## src/rtl/uart_csr_ctrl.sv

```systemverilog
// uart_csr_ctrl: UART control/status registers driving the Tx/Rx FIFOs directly.
// Optional macro UART_CSR_IRQ_EN enables IRQ_EN/IRQ_STAT and irq_o. Rev 1.0
`default_nettype none

module uart_csr_ctrl #(
  parameter int MAX_UART_DATA_W = 8,
  parameter int BAUD_RATE_SEL_W = 2,
  parameter int TOTAL_CONF_W    = 5,
  parameter int CPU_ADDR_WIDTH  = 3,
  parameter int CPU_DATA_WIDTH  = 32
) (
  input  logic                       clk_i,
  input  logic                       rst_ni,
  input  logic                       tx_done_i,
  input  logic                       tx_busy_i,
  input  logic                       rx_done_i,
  input  logic                       rx_busy_i,
  input  logic                       rx_parity_err_i,
  input  logic                       rx_stop_err_i,
  input  logic                       tx_fifo_full_i,
  input  logic                       tx_fifo_nearly_full_i,
  input  logic                       tx_fifo_empty_i,
  input  logic                       tx_fifo_nearly_empty_i,
  input  logic                       rx_fifo_full_i,
  input  logic                       rx_fifo_nearly_full_i,
  input  logic                       rx_fifo_empty_i,
  input  logic                       rx_fifo_nearly_empty_i,
  input  logic [MAX_UART_DATA_W-1:0] rx_fifo_data_i,
  output logic                       tx_fifo_push_o,
  output logic [MAX_UART_DATA_W-1:0] tx_fifo_data_o,
  output logic                       rx_fifo_pop_o,
  output logic [BAUD_RATE_SEL_W-1:0] baud_sel_o,
  output logic                       tx_en_o,
  output logic                       tx_start_o,
  output logic                       tx_fifo_en_o,
  output logic                       rx_en_o,
  output logic                       rx_fifo_en_o,
  output logic [TOTAL_CONF_W-1:0]    tx_conf_o,
  output logic [TOTAL_CONF_W-1:0]    rx_conf_o,
  input  logic                       wr_en_cpu_i,
  input  logic                       rd_en_cpu_i,
  input  logic [CPU_ADDR_WIDTH-1:0]  cpu_addr_i,
  input  logic [CPU_DATA_WIDTH-1:0]  cpu_data_i,
  output logic [CPU_DATA_WIDTH-1:0]  cpu_data_o,
  output logic                       irq_o
);

  localparam logic [CPU_ADDR_WIDTH-1:0] c_ADDR_STAT   = CPU_ADDR_WIDTH'(0);
  localparam logic [CPU_ADDR_WIDTH-1:0] c_ADDR_CTRL   = CPU_ADDR_WIDTH'(1);
  localparam logic [CPU_ADDR_WIDTH-1:0] c_ADDR_TXDATA = CPU_ADDR_WIDTH'(2);
  localparam logic [CPU_ADDR_WIDTH-1:0] c_ADDR_RXDATA = CPU_ADDR_WIDTH'(3);
  localparam logic [CPU_ADDR_WIDTH-1:0] c_ADDR_IRQEN  = CPU_ADDR_WIDTH'(4);
  localparam logic [CPU_ADDR_WIDTH-1:0] c_ADDR_IRQST  = CPU_ADDR_WIDTH'(5);

  logic                       r_tx_en, r_tx_start, r_tx_fifo_en, r_rx_en, r_rx_fifo_en;
  logic [TOTAL_CONF_W-1:0]    r_tx_conf, r_rx_conf;
  logic [BAUD_RATE_SEL_W-1:0] r_baud;
  logic                       r_tx_done, r_rx_done, r_par_err, r_stop_err;
  logic                       r_tx_ovf, r_rx_udf, r_rx_ovr;
  logic                       r_push, r_pop;
  logic [MAX_UART_DATA_W-1:0] r_tx_data;
  logic [CPU_DATA_WIDTH-1:0]  r_rd_data;

  logic w_wr_stat, w_wr_ctrl, w_wr_tx, w_rd_rx;
  logic [CPU_DATA_WIDTH-1:0] w_stat, w_ctrl, w_rd_word;

  assign w_wr_stat = wr_en_cpu_i && (cpu_addr_i == c_ADDR_STAT);
  assign w_wr_ctrl = wr_en_cpu_i && (cpu_addr_i == c_ADDR_CTRL);
  assign w_wr_tx   = wr_en_cpu_i && (cpu_addr_i == c_ADDR_TXDATA);
  assign w_rd_rx   = rd_en_cpu_i && (cpu_addr_i == c_ADDR_RXDATA);

  always_comb begin
    w_stat     = '0;
    w_stat[0]  = r_tx_done;
    w_stat[1]  = tx_busy_i;
    w_stat[8]  = tx_fifo_empty_i;
    w_stat[9]  = tx_fifo_nearly_empty_i;
    w_stat[10] = tx_fifo_full_i;
    w_stat[11] = tx_fifo_nearly_full_i;
    w_stat[12] = r_tx_ovf;
    w_stat[16] = r_rx_done;
    w_stat[17] = rx_busy_i;
    w_stat[18] = r_par_err;
    w_stat[19] = r_stop_err;
    w_stat[24] = rx_fifo_empty_i;
    w_stat[25] = rx_fifo_nearly_empty_i;
    w_stat[26] = rx_fifo_full_i;
    w_stat[27] = rx_fifo_nearly_full_i;
    w_stat[28] = r_rx_udf;
    w_stat[29] = r_rx_ovr;
  end

  always_comb begin
    w_ctrl        = '0;
    w_ctrl[0]     = r_tx_en;
    w_ctrl[1]     = r_tx_start;
    w_ctrl[6:2]   = r_tx_conf;
    w_ctrl[7]     = r_tx_fifo_en;
    w_ctrl[16]    = r_rx_en;
    w_ctrl[22:18] = r_rx_conf;
    w_ctrl[23]    = r_rx_fifo_en;
    w_ctrl[31 -: BAUD_RATE_SEL_W] = r_baud;
  end

`ifdef UART_CSR_IRQ_EN
  logic [4:0] r_irq_en, r_irq_stat, r_src_q;
  logic       r_irq;
  logic [4:0] w_src, w_irq_set, w_irq_clr;

  assign w_src = {rx_fifo_nearly_full_i, tx_fifo_empty_i,
                  rx_done_i & (rx_parity_err_i | rx_stop_err_i | rx_fifo_full_i),
                  rx_done_i, tx_done_i};
  assign w_irq_set = w_src & ~r_src_q & r_irq_en;
  assign w_irq_clr = (wr_en_cpu_i && (cpu_addr_i == c_ADDR_IRQST)) ? cpu_data_i[4:0] : 5'd0;

  always_ff @(posedge clk_i or negedge rst_ni) begin
    if (!rst_ni) begin
      r_irq_en   <= '0;
      r_irq_stat <= '0;
      r_src_q    <= '0;
      r_irq      <= 1'b0;
    end else begin
      if (wr_en_cpu_i && (cpu_addr_i == c_ADDR_IRQEN)) r_irq_en <= cpu_data_i[4:0];
      r_irq_stat <= w_irq_set | (r_irq_stat & ~w_irq_clr);
      r_src_q    <= w_src;
      r_irq      <= |r_irq_stat;
    end
  end

  assign irq_o = r_irq;
`else
  assign irq_o = 1'b0;
`endif

  always_comb begin
    w_rd_word = '0;
    case (cpu_addr_i)
      c_ADDR_STAT:   w_rd_word = w_stat;
      c_ADDR_CTRL:   w_rd_word = w_ctrl;
      c_ADDR_RXDATA: if (!rx_fifo_empty_i)
                       w_rd_word = {{(CPU_DATA_WIDTH-MAX_UART_DATA_W){1'b0}}, rx_fifo_data_i};
`ifdef UART_CSR_IRQ_EN
      c_ADDR_IRQEN:  w_rd_word = {27'd0, r_irq_en};
      c_ADDR_IRQST:  w_rd_word = {27'd0, r_irq_stat};
`endif
      default:       w_rd_word = '0;
    endcase
  end

  always_ff @(posedge clk_i or negedge rst_ni) begin
    if (!rst_ni) begin
      r_tx_en      <= 1'b0;
      r_tx_start   <= 1'b0;
      r_tx_conf    <= '0;
      r_tx_fifo_en <= 1'b0;
      r_rx_en      <= 1'b0;
      r_rx_conf    <= '0;
      r_rx_fifo_en <= 1'b0;
      r_baud       <= '0;
    end else if (w_wr_ctrl) begin
      r_tx_en      <= cpu_data_i[0];
      r_tx_start   <= cpu_data_i[1];
      r_tx_conf    <= cpu_data_i[6:2];
      r_tx_fifo_en <= cpu_data_i[7];
      r_rx_en      <= cpu_data_i[16];
      r_rx_conf    <= cpu_data_i[22:18];
      r_rx_fifo_en <= cpu_data_i[23];
      r_baud       <= cpu_data_i[31 -: BAUD_RATE_SEL_W];
    end else if (tx_done_i) begin
      r_tx_start   <= 1'b0;
    end
  end

  // Sticky status: a set in the same cycle as a write-1-clear takes priority.
  always_ff @(posedge clk_i or negedge rst_ni) begin
    if (!rst_ni) begin
      r_tx_done  <= 1'b0;
      r_rx_done  <= 1'b0;
      r_par_err  <= 1'b0;
      r_stop_err <= 1'b0;
      r_tx_ovf   <= 1'b0;
      r_rx_udf   <= 1'b0;
      r_rx_ovr   <= 1'b0;
    end else begin
      r_tx_done  <= tx_done_i | (r_tx_done & ~(w_wr_stat & cpu_data_i[0]));
      r_rx_done  <= rx_done_i | (r_rx_done & ~(w_wr_stat & cpu_data_i[16]));
      r_par_err  <= (rx_done_i & rx_parity_err_i) | (r_par_err & ~(w_wr_stat & cpu_data_i[18]));
      r_stop_err <= (rx_done_i & rx_stop_err_i) | (r_stop_err & ~(w_wr_stat & cpu_data_i[19]));
      r_tx_ovf   <= (w_wr_tx & tx_fifo_full_i) | (r_tx_ovf & ~(w_wr_stat & cpu_data_i[12]));
      r_rx_udf   <= (w_rd_rx & rx_fifo_empty_i) | (r_rx_udf & ~(w_wr_stat & cpu_data_i[28]));
      r_rx_ovr   <= (rx_done_i & rx_fifo_full_i) | (r_rx_ovr & ~(w_wr_stat & cpu_data_i[29]));
    end
  end

  always_ff @(posedge clk_i or negedge rst_ni) begin
    if (!rst_ni) begin
      r_push    <= 1'b0;
      r_pop     <= 1'b0;
      r_tx_data <= '0;
      r_rd_data <= '0;
    end else begin
      r_push <= w_wr_tx & ~tx_fifo_full_i;
      r_pop  <= w_rd_rx & ~rx_fifo_empty_i;
      if (w_wr_tx && !tx_fifo_full_i) r_tx_data <= cpu_data_i[MAX_UART_DATA_W-1:0];
      if (rd_en_cpu_i) r_rd_data <= w_rd_word;
    end
  end

  logic w_unused;
  assign w_unused = ^cpu_data_i;

  assign tx_fifo_push_o = r_push;
  assign tx_fifo_data_o = r_tx_data;
  assign rx_fifo_pop_o  = r_pop;
  assign cpu_data_o     = r_rd_data;
  assign baud_sel_o     = r_baud;
  assign tx_en_o        = r_tx_en;
  assign tx_start_o     = r_tx_start;
  assign tx_fifo_en_o   = r_tx_fifo_en;
  assign rx_en_o        = r_rx_en;
  assign rx_fifo_en_o   = r_rx_fifo_en;
  assign tx_conf_o      = r_tx_conf;
  assign rx_conf_o      = r_rx_conf;

endmodule

`default_nettype wire

```

## config.mk

```make
export PLATFORM = sky130hd
export DESIGN_NAME = uart_csr_ctrl
export DESIGN_NICKNAME = d
export VERILOG_FILES = /design/src/rtl/uart_csr_ctrl.sv
export SDC_FILE = /design/constraint.sdc
export NUM_CORES = 1
export LEC_CHECK = 0
export ABC_AREA = 1
export CORE_MARGIN = 1.5
export CORE_UTILIZATION = 38
export DETAILED_ROUTE_END_ITERATION = 12
export PLACE_DENSITY = 0.77
export SYNTH_ARGS = -nofsm -noshare
export SYNTH_HDL_FRONTEND = slang
export SYNTH_SLANG_ARGS = --single-unit
```

## constraint.sdc

```tcl
create_clock -name clk_i -period 0.9 [get_ports clk_i]
set_clock_uncertainty 0.2 [all_clocks]
set_input_delay 0.09 -clock clk_i [delete_from_list [all_inputs] [get_ports clk_i]]
set_output_delay 0.09 -clock clk_i [all_outputs]
set_load 0.05 [all_outputs]
```

---- Word level (Yosys, flattened, before mapping) ----
Index checks and enable logic that the tools add are counted.
storage, ports and cells
  word-level logic and storage cells ...... 71
  input bits .............................. 61
  register bits after elaboration ......... 66
cells by class
  eq/ne operators ......................... 3
  reductions and logical operators ........ 8
  muxes and demuxes ....................... 4
  bitwise gates (word level) .............. 37
operators by type and width
  operator                                        number
  one-hot mux 32 bit (3 select lines)             1
  AND 1 bit                                       21
  inverter 1 bit                                  9
  two-way mux 8 bit                               1
  OR 1 bit                                        7
  == test 3 x 2 -> 1 bit (second input constant)  2
  logical AND 1 bit                               5
  == test 3 x 1 -> 1 bit (second input constant)  1
  zero test 3 bit                                 1
  two-way mux 1 bit                               2
  nonzero test 2 bit                              1
  zero test 1 bit                                 1

---- Logic depth before layout (Yosys ltp) ----
  word-level depth ........................ 6
  gate-level depth with buffers ........... 7
  mapped depth without buffers ............ 6

---- Least setup slack after synthesis ----
No wires, ideal clock.
  path kind ............................... reg-to-reg
  from .................................... register r_tx_en (netlist: tx_en_o)
  to ...................................... register r_rd_data[0] (netlist: cpu_data_o[0])
  cell stages (with the launch flop) ...... 5
  path slack .............................. -297 ps
  data arrival time ....................... 931 ps
  library setup time ...................... 66 ps
  cells stage by stage .................... dfrtp_1 -> nand3_1 -> nand3_1 -> nand2_1 -> nand2_1
between the ends
  longest elaborated chain between the ends .. 1
RTL lines
  element                              RTL line  text
  start: declaration                   55        logic r_tx_en, r_tx_start, r_tx_fifo_en, r_rx_en, r_rx_fifo_en;
  start signal: assignment             161       r_tx_en <= cpu_data_i[0];
  one-hot mux 32 bit (3 select lines)  137       case (cpu_addr_i)
  end signal: assignment               205       if (rd_en_cpu_i) r_rd_data <= w_rd_word;
  end: declaration                     62        logic [CPU_DATA_WIDTH-1:0] r_rd_data;
Every way passes these cells.
A chain may end at the register's enable or synchronous reset.

---- Final worst setup path ----
  from .................................... register r_tx_en (netlist: tx_en_o)
  to ...................................... output port tx_en_o
RTL lines
  element           RTL line  text
  end: declaration  33        output logic tx_en_o,
No word-level cell between the ends.

==> impl_metrics.ini <==
[status]
outcome = finished with violations
violations = negative hold slack, negative setup slack

[setup_path]
worstPathRequired_ns = 0.61
end_kind = output pin
critPathBufInv = 2
criticalPathCategory = flop to output pin
crit_path_start_kind = flop
r2r_start = tx_start_o$_DFFE_PN0P_
path_delay_family = flip-flops
reg2reg_to = cpu_data_o[1]$_DFFE_PN0P_
cp_cell_sequence = buf_6 > buf_12
slowest_delay_ns = 0.42
crit_fanout = 2
arrival_ns = 1.03
r2r_cells = 5
crit_path_top_delay_cell = dfrtp_2
r2r_slack_ns = -0.30

[clock_network]
cts_tree = done
cts_max_level = 3
ctsHoldBuffers = 1
clock-sinks = 63
cts.clk_slew.worst_paths_ns = 0.08
insertion_delay_ns = 0.36
clock_path_buffers = 2
cts_buffers = 9
cts_root_buffer = clkbuf_8

[placement]
gp_congestion = 0.7760
io_buffers = 104
hpwl_um = 5964
pre_cts_slack_ns = -0.7438

[sta]
holdWs_ns = -0.1182
setup-violations-final = 104
max_freq_mhz = 757.2
finalCriticalPeriod_ns = 1.321
drv_slew = 0
worst_slack_ns = -0.4206
rsz0062_at_grt = yes
hold_viol = 1
fin_crit_sh_pct = 146.7

[floorplanning]
core_um2 = 6832
dieHeight_um = 87.47
die_area_um2 = 7651
ios = 121
die_x_um = 87.47
rows = 30
start_util_pct = 39.69

[layout]
nNetsFinal = 540
drive_gt1_share_pct = 57.23
diodes = 0
final_util_pct = 81.52
syn_to_final_growth_pct = 105.4

[global_routing]
grt_max_degree = 36
grt_overflow = 0
grt_pass1_wl_um = 15620
grt.total_usage_pct = 27.42
antenna_found_initial = 0
grt_pass1_vias = 3028

[synth]
synth_area_um2 = 2711
synth.top_cell.area_share_pct = 58.14
avgSynthCellArea_um2 = 8.473
synth_seq_area_share_pct = 58.14
synthCells = 320
synth_area_leaders = dfrtp_1 58%, nand2_1 21%, nand3_1 4.8%
synth.largest_area_cell = dfrtp_1
ys_seq_elements = 63
synth-warning-count = 0
synth_cell_type_count = 20

[min_path]
hold_path_class = input pin to flop
hold_path_depth = 3
hold_end = rx_fifo_pop_o$_DFF_PN0_
hold_start = cpu_addr_i[2]

[routing]
firstDrtPassIters = 5
via_per_inst = 5.234
antenna_left = 0
drc = 0
drt_wl_total_um = 11710
post_drt_wl_per_cell_um = 20.18
vias = 3036
drt_iter0_drc = 351

[job]
max_cap_viol_count = 0

[pwr]
leakagePower_uw = 0.002618
total_power_uw = 10350
power.density_nw_per_um2 = 1858
ir_drop_uv = 1696
==> worst min-delay path, stage by stage <==
cell and delay, ns:
buf_6 0.09, buf_4 0.13, nor4_1 0.07
==> cells in the mapped netlist <==
cell type	count
buf_2	4
nand2_1	152
nand3_1	26
o21ai_0	25
inv_2	1
o21ai_1	1
dfrtp_1	63
o31ai_1	1
inv_1	17
nor4_1	1
clkbuf_1	6
buf_6	2
o21ai_2	6
nor2_2	2
buf_4	5
conb_1	1
nor2_1	3
nor2_4	2
nand2_2	1
nand3b_2	1
==> what timing repair did <==
item                       4_1_cts  5_1_grt
buffers inserted                21       12
gates resized for setup         80       82
setup endpoints to repair      119      109
hold endpoints to repair        71        2
pin swaps                       14       24
cloned                           1        0
==> per-layer routing <==
metal,up-vias,track usage [%],wire [um]
li1,1323,-,-
met2,177,47.97,6143
met3,45,4.929,660
met4,0,11.98,480
met5,-,0,0
met1,1491,32.89,4424
==> metrics by stage <==
step | cells | area (um2) | hold slack, ns | setup TNS, ns
after global placement | 535 | 4727 | -0.1069 | -39.73
after floorplan | 323 | 2848 | -0.4056 | -7.533
after CTS | 574 | 5278 | -0.1477 | -21.90
final | 580 | 5569 | -0.1182 | -24.30
after detailed placement | 535 | 4727 | -0.1052 | -41.78
after global routing | 580 | 5569 | -0.1144 | -26.15
==> cell type report <==
| cell class | count | area, um2 |
|---|---|---|
| clock buffer | 9 | 123.9 |
| clock inverter | 7 | 96.34 |
| fill | 374 | 1262 |
| inverter | 18 | 67.56 |
| multi-input combinational | 226 | 1349 |
| sequential | 63 | 1638 |
| tap | 96 | 120.1 |
| timing repair buffer | 161 | 2175 |
==> cells by family after synthesis <==
kind of cell | after synthesis | share of synthesized area [%]
compound gates | 33 | 7.014
buf+inv | 35 | 6.276
flops | 63 | 58.14
other cells | 1 | 0.1383
simple gates | 188 | 28.43
==> sequential cells by signal, indices dropped and copies added (netlist names), 2 cells and up <==
| register | flops |
|---|---|
| tx_conf_o | 5 |
| baud_sel_o | 2 |
| cpu_data_o | 29 |
| tx_fifo_data_o | 8 |
| rx_conf_o | 5 |
==> layout by cell type, fill, tap and decap left out <==
cell	netlist	routed
nand2_1	152	100
buf_12	0	60
dfrtp_2	0	49
clkdlybuf4s50_1	0	40
nand2_2	1	38
buf_6	2	29
buf_4	5	24
nand2_4	0	15
o21ai_1	1	14
o21ai_2	6	14
dfrtp_1	63	14
nand3_1	26	13
inv_1	17	12
nand3_2	0	11
clkbuf_8	0	9
inv_2	1	6
nor2_4	2	4
conb_1	1	4
o21ai_0	25	3
dlygate4sd2_1	0	3
nand3b_4	0	2
nand3_4	0	2
nor2_1	3	2
bufinv_16	0	2
clkinv_4	0	2
clkinv_2	0	2
buf_2	4	2
nor2_2	2	1
nor4_1	1	1
o31ai_2	0	1
o21ai_4	0	1
inv_6	0	1
dlygate4sd3_1	0	1
clkbuf_2	0	1
buf_8	0	1
==> worst max path at each step <==
stage,start,endpoint,depth (start not counted)
after floorplan,tx_en_o$_DFFE_PN0P_,cpu_data_o[0]$_DFFE_PN0P_,4
after global placement,cpu_addr_i[0],r_rx_done$_DFF_PN0_,7
after detailed placement,cpu_addr_i[1],tx_fifo_data_o[2]$_DFFE_PN0P_,7
after CTS,tx_en_o$_DFFE_PN0P_,tx_en_o,2
after global routing,tx_start_o$_DFFE_PN0P_,tx_start_o,2
final,tx_en_o$_DFFE_PN0P_,tx_en_o,2
==> power breakdown <==
group / switching [uW] / total (uW) / internal (uW)
combinational: 2010 / 3910 / 1900
sequential: 419 / 3610 / 3190
clock: 1260 / 2830 / 1570
No activity file was read; power rests on OpenSTA's default activity.
